`src/rtl/memoria_dados_resp_if.sv`:
```
// Load/store request interface between the processor control FSM (master)
// and the data-memory responder (slave).
//   req  : request valid, held by the initiator until ack
//   we   : 1 = store, 0 = load
//   endr : byte address
//   din  : store data
//   dout : load data, valid with ack and held afterwards
//   ack  : one-cycle completion pulse
//   erro : request rejected, valid with ack
//   busy : transaction in progress
interface memoria_dados_resp_if #(
  parameter int unsigned LARGURA = 64
);
  logic               req;
  logic               we;
  logic [63:0]        endr;
  logic [LARGURA-1:0] din;
  logic [LARGURA-1:0] dout;
  logic               ack;
  logic               erro;
  logic               busy;

  modport master (
    output req, we, endr, din,
    input  dout, ack, erro, busy
  );

  modport slave (
    input  req, we, endr, din,
    output dout, ack, erro, busy
  );
endinterface

```
`src/rtl/memoria_dados_resp.sv`:
```
// Data-memory responder with fixed latency.
// Accepts one load/store of a 64-bit word at a time, waits LATENCIA cycles
// and returns a one-cycle ack, with load data on dout or erro for a
// misaligned / out-of-range address.
// Ports:
//   clk   : system clock, rising edge
//   rst_n : asynchronous active-low reset (also clears the memory)
//   bus   : slave side of memoria_dados_resp_if (req/we/endr/din in,
//           dout/ack/erro/busy out)
module memoria_dados_resp #(
  parameter int unsigned LATENCIA     = 2,
  parameter int unsigned PROFUNDIDADE = 32,
  parameter int unsigned LARGURA      = 64
) (
  input  logic                 clk,
  input  logic                 rst_n,
  memoria_dados_resp_if.slave  bus
);

  typedef enum logic [1:0] {
    OCIOSO   = 2'd0,
    ESPERA   = 2'd1,
    RESPONDE = 2'd2
  } estado_t;

  estado_t            estado_q, estado_d;
  logic [3:0]         cnt_q, cnt_d;
  logic               we_q, we_d;
  logic [4:0]         idx_q, idx_d;
  logic [LARGURA-1:0] din_q, din_d;
  logic               err_q, err_d;
  logic               ack_q, ack_d;
  logic               erro_q, erro_d;
  logic               busy_q, busy_d;
  logic [LARGURA-1:0] dout_q, dout_d;
  logic               mem_we;
  logic [LARGURA-1:0] mem_q [PROFUNDIDADE];

  assign bus.ack  = ack_q;
  assign bus.erro = erro_q;
  assign bus.busy = busy_q;
  assign bus.dout = dout_q;

  always_comb begin
    estado_d = estado_q;
    cnt_d    = cnt_q;
    we_d     = we_q;
    idx_d    = idx_q;
    din_d    = din_q;
    err_d    = err_q;
    ack_d    = 1'b0;
    erro_d   = 1'b0;
    busy_d   = busy_q;
    dout_d   = dout_q;
    mem_we   = 1'b0;
    unique case (estado_q)
      OCIOSO: begin
        if (bus.req) begin
          we_d     = bus.we;
          idx_d    = bus.endr[7:3];
          din_d    = bus.din;
          // Address is validated once at acceptance; the wait still runs in full.
          err_d    = (bus.endr[2:0] != '0) || (bus.endr[63:8] != '0);
          cnt_d    = 4'(LATENCIA - 1);
          busy_d   = 1'b1;
          estado_d = ESPERA;
        end
      end
      ESPERA: begin
        if (cnt_q == '0) begin
          estado_d = RESPONDE;
          ack_d    = 1'b1;
          erro_d   = err_q;
          if (!err_q) begin
            if (we_q) mem_we = 1'b1;
            else      dout_d = mem_q[idx_q];
          end
        end else begin
          cnt_d = cnt_q - 4'd1;
        end
      end
      RESPONDE: begin
        // req is deliberately not sampled here.
        busy_d   = 1'b0;
        estado_d = OCIOSO;
      end
      default: estado_d = OCIOSO;
    endcase
  end

  always_ff @(posedge clk or negedge rst_n) begin
    if (!rst_n) begin
      estado_q <= OCIOSO;
      cnt_q    <= '0;
      we_q     <= 1'b0;
      idx_q    <= '0;
      din_q    <= '0;
      err_q    <= 1'b0;
      ack_q    <= 1'b0;
      erro_q   <= 1'b0;
      busy_q   <= 1'b0;
      dout_q   <= '0;
      for (int unsigned i = 0; i < PROFUNDIDADE; i++) mem_q[i] <= '0;
    end else begin
      estado_q <= estado_d;
      cnt_q    <= cnt_d;
      we_q     <= we_d;
      idx_q    <= idx_d;
      din_q    <= din_d;
      err_q    <= err_d;
      ack_q    <= ack_d;
      erro_q   <= erro_d;
      busy_q   <= busy_d;
      dout_q   <= dout_d;
      if (mem_we) mem_q[idx_q] <= din_q;
    end
  end

endmodule

```
`src/flat_wrapper.sv`:
```
// flat-port wrapper written by rule: the top's interface ports become plain ports
module memoria_dados_resp_flat 
#(
  parameter int unsigned LATENCIA     = 2,
  parameter int unsigned PROFUNDIDADE = 32,
  parameter int unsigned LARGURA      = 64
)
  (clk, rst_n, bus_req, bus_we, bus_endr, bus_din, bus_dout, bus_ack, bus_erro, bus_busy);
  memoria_dados_resp_if #(.LARGURA(LARGURA)) bus_i ();
  input  logic clk;
  input  logic rst_n;
  input wire logic [$bits(bus_i.req)-1:0] bus_req;
  input wire logic [$bits(bus_i.we)-1:0] bus_we;
  input wire logic [$bits(bus_i.endr)-1:0] bus_endr;
  input wire logic [$bits(bus_i.din)-1:0] bus_din;
  output wire logic [$bits(bus_i.dout)-1:0] bus_dout;
  output wire logic [$bits(bus_i.ack)-1:0] bus_ack;
  output wire logic [$bits(bus_i.erro)-1:0] bus_erro;
  output wire logic [$bits(bus_i.busy)-1:0] bus_busy;
  assign bus_i.req = bus_req;
  assign bus_i.we = bus_we;
  assign bus_i.endr = bus_endr;
  assign bus_i.din = bus_din;
  assign bus_dout = bus_i.dout;
  assign bus_ack = bus_i.ack;
  assign bus_erro = bus_i.erro;
  assign bus_busy = bus_i.busy;
  memoria_dados_resp #(.LATENCIA(LATENCIA), .PROFUNDIDADE(PROFUNDIDADE), .LARGURA(LARGURA)) u_core (.clk(clk), .rst_n(rst_n), .bus(bus_i));
endmodule
```
`config.mk`:
```
export PLATFORM = sky130hd
export DESIGN_NAME = memoria_dados_resp_flat
export DESIGN_NICKNAME = d
export VERILOG_FILES = /design/src/rtl/memoria_dados_resp_if.sv /design/src/rtl/memoria_dados_resp.sv /design/src/flat_wrapper.sv
export SDC_FILE = /design/constraint.sdc
export NUM_CORES = 2
export LEC_CHECK = 0
export CORE_ASPECT_RATIO = 0.9
export CORE_MARGIN = 4
export CORE_UTILIZATION = 45
export DETAILED_ROUTE_END_ITERATION = 8
export GPL_ROUTABILITY_DRIVEN = 1
export SYNTH_ARGS = -nofsm -noshare
export SYNTH_HDL_FRONTEND = slang
export SYNTH_SLANG_ARGS = --single-unit
export TNS_END_PERCENT = 50
```
`constraint.sdc`:
```
create_clock -name clk -period 8.7 [get_ports clk]
set_input_delay 1.305 -clock clk [delete_from_list [all_inputs] [get_ports clk]]
set_output_delay 1.305 -clock clk [all_outputs]
set_load 0.01 [all_outputs]
```
==> summary.md <==
| Metric | Value |
|---|---|
| Core footprint | approximately 210000 um^2 |
| Maximum capacitance violations | 0 |
| CP required | 9.43 ns |
| Post-synthesis mux area share | 35.68% |
| Finished Core Util | between 50 and 60% |
| Die ar. | approximately 220000 um^2 |
| Hold WS | approximately 0.4 ns |
| Area grow syn2layout | 12.12% |
| Post-CTS Resized | 0 |
| 1st-iter DRT viols | 4568 |
| Reg2Reg Setup Slack | 3.57 ns |
| Final Hold Violating Endpoints | 0 |
| Main synth FF type | dfrtp_1 |
| Tcrit/Tclk final | around three fifths |
| Vias in the first global route | between 60k and 70k |
| Row count | between 150 and 200 |
| Synth Warn # | 0 |
| Worst vdd ir | between 300 and 400 uV |
| H-Tree Depth | 4 |
| Syn avg cell area | 15.09 um^2 |
| Worst setup path class | reg2reg |
| Comb power frac | about 18% |
| Initial antenna violation count | 14 |
| Worst path cell trace | inv_1 -> ha_1 -> or3b_1 -> nor3_4 -> nand4b_1 -> nor2_4 -> buf_4 -> mux2_2 |
| Critical Path AT | approximately 6 ns |
| Hold-fix buffers at CTS | 0 |
| Int Pwr | ~18000 uW |
| Worst Skew | roughly 0.036 ns |
| Antenna-violating nets left | 0 |
| Cell count after synthesis | about 6.5k |
| Via Count | between 50k and 60k |
| Fin nets | approximately 6.5k |
| Crit end category | register |
| DP HPWL | about 150000 um |
| Tot Pwr | around 27000 uW |
| Worst-path maximum fanout | 39 |
| Seq pwr share | a little under half |
| Slew Limit Fails | 0 |
| CTS tree | done |
| Vias per cell | just over 6 |
| Root Driver | clkbuf_16 |
| Unrepaired setup endpoints after global routing | no |
| Crit start category | register |
| Setup TNS | 0 ns |
| Placer Congestion | approximately 0.76 |
| Clock buffer depth | 3 |
| Period minus WS final | 5.133 ns |
| PD cells | about 240 nW/um^2 |
| Slowest stage delay, CP | around 1.2 ns |
| Drt total wl | roughly 280000 um |
| Critical-path cell with the highest stage delay | nor2_4 |
| Clock power frac | roughly 37% |
| Tot GR Track Use | around 25% |
| Fmax | approximately 200 MHz |
| Area of the multi-input gates | about 40000 um^2 |
| IO Port Bufs | roughly 200 |
| Post-Syn Area | between 90000 and 100000 um^2 |
| P_leak | ~0.053 uW |
| Async S/R FF share, synth | 100.0% |
| CTS clk-pin slew, worst paths | 0.06 ns |
| Status | complete, no violations |
| Area of placed instances | about 100000 um^2 |
| Register Area | between 50000 and 60000 um^2 |
| Final Cell Area | between 100000 and 150000 um^2 |
| Synth Register Bits | between 2k and 2.5k |
| # DRC | 0 |
| Sw Pwr | 8797 uW |
| Final setup viols | 0 |
| Worst slew margin | between 10% and 20% |
| Clk_lat worst skew | 0.87 ns |
| Simple-Gate Fraction of Synth Area | 1.616% |
| Die height | about 450 um |
| Pre-Repair DR Iteration Count | 5 |
| Largest net degree at the start of global routing | roughly 170 |
| First-pass GRT wire length | about 420000 um |
| Largest family of logic cells by synthesized area | multiplexers |
| Number of post-CTS setup repair buffers | 0 |
| Commonest cells after routing, fill and taps aside | dfrtp_1 (2190), mux2_2 (2029), mux2i_1 (526) |
| Tightest Pin Transition | around 1.2 ns |
| Grt total ovfl | 0 |
| Net Sw Frac | approximately 33% |
| Clock sinks | roughly 2.2k |
| Net count after synthesis | 6587 |
| Initial core utilization | ~45% |
| Synth Area in XOR/XNOR | less than 1% |
| Compound-Gate Fraction of Synth Area | under 10% |
| Share of the yosys chip area belonging to registers | a little under three fifths |
| HP Class | in2async |
| FILL cells | 18.00k |
| Synth Area in Adders | less than 1% |
| TritonCTS Buffers | around 230 |
| Share of cells above drive strength 1 | between 40 and 50% |
| Die Wd | between 400 and 500 um |
| # IOs | roughly 200 |
| Post-synth EDFFs | 0 |
| Unique masters post-synth | 54 |
| Commonest non-fill, non-tap cell in the layout | dfrtp_1 |
| Routed length per instance | between 20 and 30 um |
[layer usage]
| metal | wire length, um | up-vias | track usage, % |
|---|---|---|---|
| li1 | - | 23800 | - |
| met2 | 131200 | 1360 | 39.71 |
| met1 | 131800 | 31550 | 36.97 |
| met4 | 6135 | 0 | 5.778 |
| met5 | 0 | - | 0 |
| met3 | 13710 | 360 | 3.556 |
[registers in the layout, indices dropped and copies added, names as in the netlist]
name,cells
u_core.mem_q,2048
u_core.bus.dout,64
u_core.din_q,64
u_core.idx_q,5
u_core.cnt_q,4
u_core.estado_q,2
u_core.bus.ack,1
u_core.bus.busy,1
u_core.bus.erro,1
u_core.err_q,1
u_core.we_q,1
[cell usage after synthesis, types with 5 or more instances]
library cell | n | area, um^2
a211oi_1 | 32 | 240.2
mux4_2 | 250 | 5630
mux2_2 | 2029 | 22850
a31oi_1 | 31 | 193.9
nand3_1 | 12 | 60.06
a21o_1 | 31 | 232.7
nor2_1 | 23 | 86.33
dfrtp_1 | 2192 | 54850
and4_1 | 9 | 78.83
mux2i_1 | 526 | 5265
nor2_2 | 16 | 100.1
nor2b_1 | 5 | 31.28
nand2_1 | 53 | 198.9
o21a_1 | 22 | 165.2
nor2_8 | 8 | 160.2
clkbuf_1 | 392 | 1471
a22o_1 | 10 | 87.58
nor4_1 | 60 | 375.4
mux2_1 | 89 | 1002
o22ai_1 | 241 | 1508
a21oi_1 | 31 | 155.2
nand4bb_1 | 6 | 67.56
buf_1 | 46 | 172.7
nand4_1 | 25 | 156.4
a22oi_1 | 91 | 683.2
buf_6 | 47 | 529.3
buf_2 | 128 | 640.6
[critical path, delay by kind of cell (launching register included)]
kind,cells,cell delay [ns]
simple gates,4,3.04
buf+inv,2,0.91
flops,1,0.41
fa+ha+maj,1,0.17
mux,1,0.41
[through the flow]
stage / instances / setup WS (ns)
6_report: 9437 / 3.567
5_1_grt: 9436 / 3.385
4_1_cts: 9435 / 3.592
3_5_place_dp: 9016 / 3.651
3_3_place_gp: 9016 / 3.688
2_1_floorplan: 6454 / 5.918
[power groups by stage]
stage          Sequential [uW]  Combinational [uW]  Clock [uW]
5_1_grt                  12300                4940       10400
3_3_place_gp             12300                4750           0
2_1_floorplan            10900                3760           0
4_1_cts                  12100                4770       10000
6_report                 12100                4730        9810
3_5_place_dp             12300                4760           0
[path summary, 6_finish.rpt]
path	to	start	cells after the start
worst max-delay path	u_core.mem_q[1423]$_DFFE_PN0P_	u_core.cnt_q[0]$_DFFE_PN0P_	8
worst min-delay path	u_core.mem_q[1264]$_DFFE_PN0P_	rst_n	1
worst max register to register	u_core.mem_q[1423]$_DFFE_PN0P_	u_core.cnt_q[0]$_DFFE_PN0P_	8
worst min register to register	u_core.bus.dout[17]$_DFFE_PN0P_	u_core.bus.dout[17]$_DFFE_PN0P_	1
max in group asynchronous	u_core.mem_q[251]$_DFFE_PN0P_	rst_n	3
min in group clk	u_core.bus.dout[17]$_DFFE_PN0P_	u_core.bus.dout[17]$_DFFE_PN0P_	1
[logic make-up (layout without fill, tap and decap cells)]
family | Yosys count | after routing
buffers and inverters | 619 | 748
AND/OR/NAND/NOR | 248 | 248
other | 0 | 2
XOR/XNOR | 1 | 1
AO/OA/AOI/OAI | 499 | 499
multiplexers | 2894 | 2894
flip-flops | 2192 | 2192
adder cells (fa/ha/maj) | 1 | 1
[area by class of cell]
class | count | area share (%)
Multi-Input combinational cell | 3643 | 36.63
Inverter | 5 | 0.01719
Clock inverter | 67 | 0.7117
Timing Repair Buffer | 324 | 2.893
Antenna cell | 2 | 0.004584
Clock buffer | 352 | 6.228
Sequential cell | 2192 | 50.25
Tap cell | 2852 | 3.268
No activity file was read; power rests on OpenSTA's default activity.
